[src/rtl/countdown_timer_if.sv]
// Signal bundle between the countdown timer and its controller/display.
// Carries the button/strobes and BCD presets in, the six BCD digits and status out.
interface countdown_timer_if;
  // No valid/ready pair: load and clear are single-cycle strobes acted on in
  // any cycle they are high. start_btn is a raw level. All outputs are registered
  // or decoded from registers and are valid every cycle.
  logic       start_btn;
  logic       load;
  logic       clear;
  logic [3:0] set_min_10;
  logic [3:0] set_min_1;
  logic [3:0] set_sec_10;
  logic [3:0] set_sec_1;
  logic [3:0] min_10;
  logic [3:0] min_1;
  logic [3:0] sec_10;
  logic [3:0] sec_1;
  logic [3:0] milli_10;
  logic [3:0] milli_1;
  logic       running;
  logic       done;
  logic       alarm;
  logic [1:0] state_dbg;

  modport master (
    output start_btn, load, clear, set_min_10, set_min_1, set_sec_10, set_sec_1,
    input  min_10, min_1, sec_10, sec_1, milli_10, milli_1, running, done, alarm,
           state_dbg
  );

  modport slave (
    input  start_btn, load, clear, set_min_10, set_min_1, set_sec_10, set_sec_1,
    output min_10, min_1, sec_10, sec_1, milli_10, milli_1, running, done, alarm,
           state_dbg
  );
endinterface

[src/rtl/countdown_timer.sv]
// BCD countdown timer: counts a loaded mm:ss preset down to 00:00.00 in
// centisecond steps, with debounced start/pause button and a one-cycle alarm.
module countdown_timer #(
  parameter int unsigned TICK_DIV = 1_000_000,
  parameter int unsigned DEBOUNCE = 2_500_000
) (
  input logic              clk,
  input logic              reset_n,
  countdown_timer_if.slave bus
);

  localparam int TW = (TICK_DIV > 1) ? $clog2(TICK_DIV) : 1;
  localparam int DW = $clog2(DEBOUNCE + 1);

  typedef enum logic [1:0] {
    ST_IDLE  = 2'd0,
    ST_RUN   = 2'd1,
    ST_PAUSE = 2'd2,
    ST_DONE  = 2'd3
  } state_t;

  state_t        state;
  state_t        state_nxt;
  logic [TW-1:0] pre_cnt;
  logic [DW-1:0] db_cnt;
  logic          press;
  logic          tick;
  logic          alarm_q;
  logic          borrow;

  // Digit packing, MSB first: min_10, min_1, sec_10, sec_1, milli_10, milli_1.
  logic [23:0] digits;
  logic [23:0] digits_dec;
  logic [23:0] shadow;
  logic [23:0] preset;

  function automatic logic [3:0] clamp_digit(input logic [3:0] v, input logic [3:0] max);
    return (v > max) ? max : v;
  endfunction

  assign preset = {clamp_digit(bus.set_min_10, 4'd9), clamp_digit(bus.set_min_1, 4'd9),
                   clamp_digit(bus.set_sec_10, 4'd5), clamp_digit(bus.set_sec_1, 4'd9),
                   8'h00};

  // Counter saturates at DEBOUNCE, so a long hold yields only one event.
  assign press = bus.start_btn && (db_cnt == DW'(DEBOUNCE - 1));
  assign tick  = (state == ST_RUN) && (pre_cnt == TW'(TICK_DIV - 1));

  // One-centisecond BCD decrement; sec_10 (digit 3) wraps to 5, the rest to 9.
  always_comb begin
    digits_dec = digits;
    borrow     = 1'b1;
    for (int i = 0; i < 6; i++) begin
      if (borrow) begin
        if (digits[i*4 +: 4] == 4'd0) begin
          digits_dec[i*4 +: 4] = (i == 3) ? 4'd5 : 4'd9;
        end else begin
          digits_dec[i*4 +: 4] = digits[i*4 +: 4] - 4'd1;
          borrow               = 1'b0;
        end
      end
    end
  end

  always_ff @(posedge clk or negedge reset_n) begin
    if (!reset_n) begin
      state <= ST_IDLE;
    end else begin
      state <= state_nxt;
    end
  end

  always_comb begin
    state_nxt = state;
    if (bus.clear || bus.load) begin
      state_nxt = ST_IDLE;
    end else begin
      case (state)
        ST_IDLE:  if (press && (digits != 24'h0)) state_nxt = ST_RUN;
        ST_RUN: begin
          if (press)                                state_nxt = ST_PAUSE;
          else if (tick && (digits_dec == 24'h0))   state_nxt = ST_DONE;
        end
        ST_PAUSE: if (press) state_nxt = ST_RUN;
        default:  state_nxt = state;
      endcase
    end
  end

  always_comb begin
    bus.running   = (state == ST_RUN);
    bus.done      = (state == ST_DONE);
    bus.alarm     = alarm_q;
    bus.state_dbg = state;
    bus.min_10    = digits[23:20];
    bus.min_1     = digits[19:16];
    bus.sec_10    = digits[15:12];
    bus.sec_1     = digits[11:8];
    bus.milli_10  = digits[7:4];
    bus.milli_1   = digits[3:0];
  end

  always_ff @(posedge clk or negedge reset_n) begin
    if (!reset_n) begin
      digits  <= '0;
      shadow  <= '0;
      pre_cnt <= '0;
      db_cnt  <= '0;
      alarm_q <= 1'b0;
    end else begin
      alarm_q <= (state_nxt == ST_DONE) && (state != ST_DONE);

      if (!bus.start_btn)                 db_cnt <= '0;
      else if (db_cnt != DW'(DEBOUNCE))   db_cnt <= db_cnt + DW'(1);

      if (bus.clear) begin
        digits <= shadow;
      end else if (bus.load) begin
        digits <= preset;
        shadow <= preset;
      end else if (tick && !press) begin
        digits <= digits_dec;
      end

      // Restart the prescaler on every entry to RUN; it holds while paused.
      if ((state_nxt == ST_RUN) && (state != ST_RUN)) begin
        pre_cnt <= '0;
      end else if ((state == ST_RUN) && (state_nxt == ST_RUN)) begin
        pre_cnt <= tick ? '0 : pre_cnt + TW'(1);
      end
    end
  end

endmodule

[src/flat_wrapper.sv]
// flat-port wrapper written by rule: the top's interface ports become plain ports
module countdown_timer_flat 
#(
  parameter int unsigned TICK_DIV = 1_000_000,
  parameter int unsigned DEBOUNCE = 2_500_000
)
  (clk, reset_n, bus_start_btn, bus_load, bus_clear, bus_set_min_10, bus_set_min_1, bus_set_sec_10, bus_set_sec_1, bus_min_10, bus_min_1, bus_sec_10, bus_sec_1, bus_milli_10, bus_milli_1, bus_running, bus_done, bus_alarm, bus_state_dbg);
  countdown_timer_if bus_i ();
  input logic clk;
  input logic reset_n;
  input wire logic [$bits(bus_i.start_btn)-1:0] bus_start_btn;
  input wire logic [$bits(bus_i.load)-1:0] bus_load;
  input wire logic [$bits(bus_i.clear)-1:0] bus_clear;
  input wire logic [$bits(bus_i.set_min_10)-1:0] bus_set_min_10;
  input wire logic [$bits(bus_i.set_min_1)-1:0] bus_set_min_1;
  input wire logic [$bits(bus_i.set_sec_10)-1:0] bus_set_sec_10;
  input wire logic [$bits(bus_i.set_sec_1)-1:0] bus_set_sec_1;
  output wire logic [$bits(bus_i.min_10)-1:0] bus_min_10;
  output wire logic [$bits(bus_i.min_1)-1:0] bus_min_1;
  output wire logic [$bits(bus_i.sec_10)-1:0] bus_sec_10;
  output wire logic [$bits(bus_i.sec_1)-1:0] bus_sec_1;
  output wire logic [$bits(bus_i.milli_10)-1:0] bus_milli_10;
  output wire logic [$bits(bus_i.milli_1)-1:0] bus_milli_1;
  output wire logic [$bits(bus_i.running)-1:0] bus_running;
  output wire logic [$bits(bus_i.done)-1:0] bus_done;
  output wire logic [$bits(bus_i.alarm)-1:0] bus_alarm;
  output wire logic [$bits(bus_i.state_dbg)-1:0] bus_state_dbg;
  assign bus_i.start_btn = bus_start_btn;
  assign bus_i.load = bus_load;
  assign bus_i.clear = bus_clear;
  assign bus_i.set_min_10 = bus_set_min_10;
  assign bus_i.set_min_1 = bus_set_min_1;
  assign bus_i.set_sec_10 = bus_set_sec_10;
  assign bus_i.set_sec_1 = bus_set_sec_1;
  assign bus_min_10 = bus_i.min_10;
  assign bus_min_1 = bus_i.min_1;
  assign bus_sec_10 = bus_i.sec_10;
  assign bus_sec_1 = bus_i.sec_1;
  assign bus_milli_10 = bus_i.milli_10;
  assign bus_milli_1 = bus_i.milli_1;
  assign bus_running = bus_i.running;
  assign bus_done = bus_i.done;
  assign bus_alarm = bus_i.alarm;
  assign bus_state_dbg = bus_i.state_dbg;
  countdown_timer #(.TICK_DIV(TICK_DIV), .DEBOUNCE(DEBOUNCE)) u_core (.clk(clk), .reset_n(reset_n), .bus(bus_i));
endmodule
[config.mk]
export PLATFORM = sky130hd
export DESIGN_NAME = countdown_timer_flat
export DESIGN_NICKNAME = d
export VERILOG_FILES = /design/src/rtl/countdown_timer_if.sv /design/src/rtl/countdown_timer.sv /design/src/flat_wrapper.sv
export SDC_FILE = /design/constraint.sdc
export NUM_CORES = 1
export LEC_CHECK = 0
export ABC_CLOCK_PERIOD_IN_PS = 2850
export CAP_MARGIN = 20
export CORE_MARGIN = 2
export CORE_UTILIZATION = 40
export DETAILED_ROUTE_END_ITERATION = 10
export GPL_ROUTABILITY_DRIVEN = 1
export GPL_TIMING_DRIVEN = 0
export REMOVE_ABC_BUFFERS = 1
export SETUP_SLACK_MARGIN = 0.4
export SYNTH_ARGS = -nofsm -noshare
export SYNTH_HDL_FRONTEND = slang
export SYNTH_SLANG_ARGS = --single-unit
[constraint.sdc]
create_clock -name clk -period 2.85 [get_ports clk]
set_input_delay 0.57 -clock clk [delete_from_list [all_inputs] [get_ports clk]]
set_output_delay 0.57 -clock clk [all_outputs]
set_load 0.02 [all_outputs]
==> results by group <==
Synthesis
  • Post-synthesis cell count: 553
  • Post-synthesis sequential area ratio: a little over two fifths
  • Number of synthesis warnings: 0
  • Asr flop ratio synth: 100%
  • Mapped Area: 5020 µm²
  • Syn Area/Cell: slightly above 9 µm²
  • Post-synth top flop: dfrtp_1
  • Synth Register Bits: 85
  • Yosys cell types: 70
  • Number of synthesized flops with an enable pin: 0

Clocking
  • Clock Path Buffers: 2
  • CTS tree: done
  • # clock sinks: 85
  • Cts hold-fix bufs: 0
  • CTS Root Cell: clkbuf_16
  • Worst-Skew Late Latency: 0.35 ns
  • Worst-path clk slew: roughly 0.06 ns
  • # H-tree levels: 3
  • Cts bufs inserted: 9

STA
  • Worst-Margin Slew: 0.786 ns
  • Fin crit share: 93.3%
  • Setup ws final: 0.190 ns
  • RSZ-0062 raised after global routing: yes
  • Worst Skew: roughly 0.0075 ns
  • Setup TNS Final: 0 ns
  • Final Hold Violating Endpoints: 0
  • # setup viols final: 0
  • Fin crit period: 2.66 ns
  • Slew Viols, Final: 0
  • Highest Clock Rate: 0.376 GHz
  • Rel. slew slack: 47.1%

Min path
  • Worst hold path type: input pin to async pin

Layout
  • Most common cell after layout, fill and taps aside: dfrtp_1
  • Final nets: 650
  • Register area: 2130 µm²
  • Layout cells sized above 1: a little under a fifth
  • Area growth, synth to finish: 27.9%
  • Finished Layout Cells: about 800
  • Multi-input logic area: 2940 µm²
  • # diodes: 0
  • Commonest non-fill, non-tap cells in the layout: dfrtp_1, nand2_1, nor2_1
  • Filler Cell Count: about 1100
  • Fin area: 6420 µm²

Global routing
  • Antenna violations before repair: 0
  • Largest net degree at the start of global routing: 65
  • Number of global-route vias before repair: about 4400
  • GRT Overall Usage: 20.1%
  • Total grt overflow: 0
  • First-pass GRT wire length: 21500 µm

Critical path
  • CP Launch Type: flop
  • Worst-path fanout max: 3
  • Worst path required time: 3.09 ns
  • Worst Path Class, Setup: flop to flop
  • WP data arrival: 2.90 ns
  • Register-to-register path setup slack: approximately 0.19 ns
  • Crit end category: flop

Drt
  • Met3 routed WL: 434 µm
  • Top Metal Used: met4
  • DRC viols: 0
  • Post-DR wirelength/cell: around 16 µm
  • Via density: 5.56
  • Detail Route Antenna Nets: 0
  • Met1 wire length: slightly above 6000 µm
  • WL final: 13000 µm
  • WL met2: 6210 µm
  • Starting DRT DRC Count: 282
  • 1st-pass router iterations: 5
  • Via Count: between 4000 and 5000

Floorplan
  • Die area: about 13000 µm²
  • Initial core utilization: 41.4%
  • I/O Pins: 50
  • Die Y: 116 µm
  • Floorplan core area: about 12000 µm²
  • Row Count: 40
  • Die width: 116 µm

Run status
  • Status: complete, no violations

Power and ir drop
  • P_leak: approximately 2.6 nW
  • PwrDens: 465 nW/µm²
  • Max VDD drop: around 0.24 mV

Placed design
  • Area after DPL: roughly 5700 µm²
  • GP Congestion: 0.781
  • Dpl hpwl: roughly 8500 µm
  • Pre-CTS setup slack: -0.805 ns
  • IO buf count: 49
  • Number of placed cells counting well taps: 750

Run
  • Maximum Capacitance Violations: 0
cells by family after synthesis:
group / share of synthesized area [%]
AND/OR/NAND/NOR: 27.0
AO/OA/AOI/OAI: 20.6
flip-flops: 42.4
buffers and inverters: 3.34
XOR/XNOR: 3.49
multiplexers: 1.70
adder cells (fa/ha/maj): 1.50
timing repair:
item                       CTS  global route
hold endpoints to repair     0             0
pin swaps                   11            15
buffers inserted            18            10
cloned                       2             0
setup endpoints to repair   63            44
resized for setup           39            30
registers in the layout (all words and copies together), names as in the netlist:
name                  count
u_core.db_cnt            22
u_core.bus.state_dbg      2
u_core.digits            24
u_core.bus.alarm          1
u_core.shadow            16
u_core.pre_cnt           20
cell type report:
class                      instances  area share (%)
multi-input combinational        432            45.9
sequential                        85            33.2
timing repair buffer              80            12.2
clock buffer                      11            3.78
tap                              168            3.27
inverter                          15           0.877
clock inverter                     5           0.780
per-layer routing:
layer	track usage, %	vias up
li1	-	2155
met1	27.0	2151
met2	32.6	104
met3	3.19	18
met4	8.02	0
met5	0	-
power by group:
part / switching [mW] / internal, mW / leakage, nW
Clock: 0.485 / 0.697 / 0.149
Combinational: 0.250 / 0.219 / 1.33
Sequential: 0.0659 / 1.27 / 1.12
cell usage after synthesis, drive strengths merged, types with 4 or more instances:
master  instances  area share, %
o21a            4           0.60
xnor2          10            1.7
a311oi          4           0.70
or3             9            1.3
a21boi          4           0.60
clkbuf         20            1.5
nor4            6           0.75
a21o            7            1.0
nor2           52            3.9
or4             4           0.75
nand4b          4           0.70
mux2i           5            1.2
nand2b          8            1.0
a211oi          4           0.60
o31ai           4           0.60
dfrtp          85             42
a31oi          21            4.7
nor2b           5           0.62
a21oi          34            3.4
ha              6            1.5
or2             6           0.75
nand4          12            1.5
and3            4           0.50
xor2           10            1.7
inv            15            1.1
nor3           14            1.4
o21ai          33            3.3
and2           25            3.2
nand3          22            2.2
or4b            4           0.87
and4            4           0.70
nand2          64            4.8
a41oi           5           0.87
path summary, 6_finish.rpt:
| kind | start | end | cells after the start |
|---|---|---|---|
| worst max-delay path | u_core.digits[11] | u_core.digits[22] | 6 |
| worst min register to register | u_core.shadow[19] | u_core.shadow[19] | 2 |
| worst max register to register | u_core.digits[11] | u_core.digits[22] | 6 |
| max in group asynchronous | reset_n | u_core.digits[13] | 2 |
| min in group clk | u_core.shadow[19] | u_core.shadow[19] | 2 |
| worst min-delay path | reset_n | u_core.db_cnt[7] | 1 |
worst max-delay path, cell delays in order, from the launching register on:
cell     delay, ns
dfrtp_2       0.40
or4_4         0.55
or3_4         0.35
or4b_4        0.54
or3_4         0.38
o21a_1        0.18
o21ba_1       0.16
per-stage QoR:
step | hold WS, ns | power (mW) | utilization (%)
2_1_floorplan | 0.274 | 1.56 | -
3_3_place_gp | 0.458 | 1.75 | 46.3
3_5_place_dp | 0.463 | 1.76 | 46.7
4_1_cts | 0.130 | 2.99 | 51.5
5_1_grt | 0.145 | 3.11 | 53.0
6_report | 0.124 | 2.98 | 53.0
No activity file was read; power rests on OpenSTA's default activity.
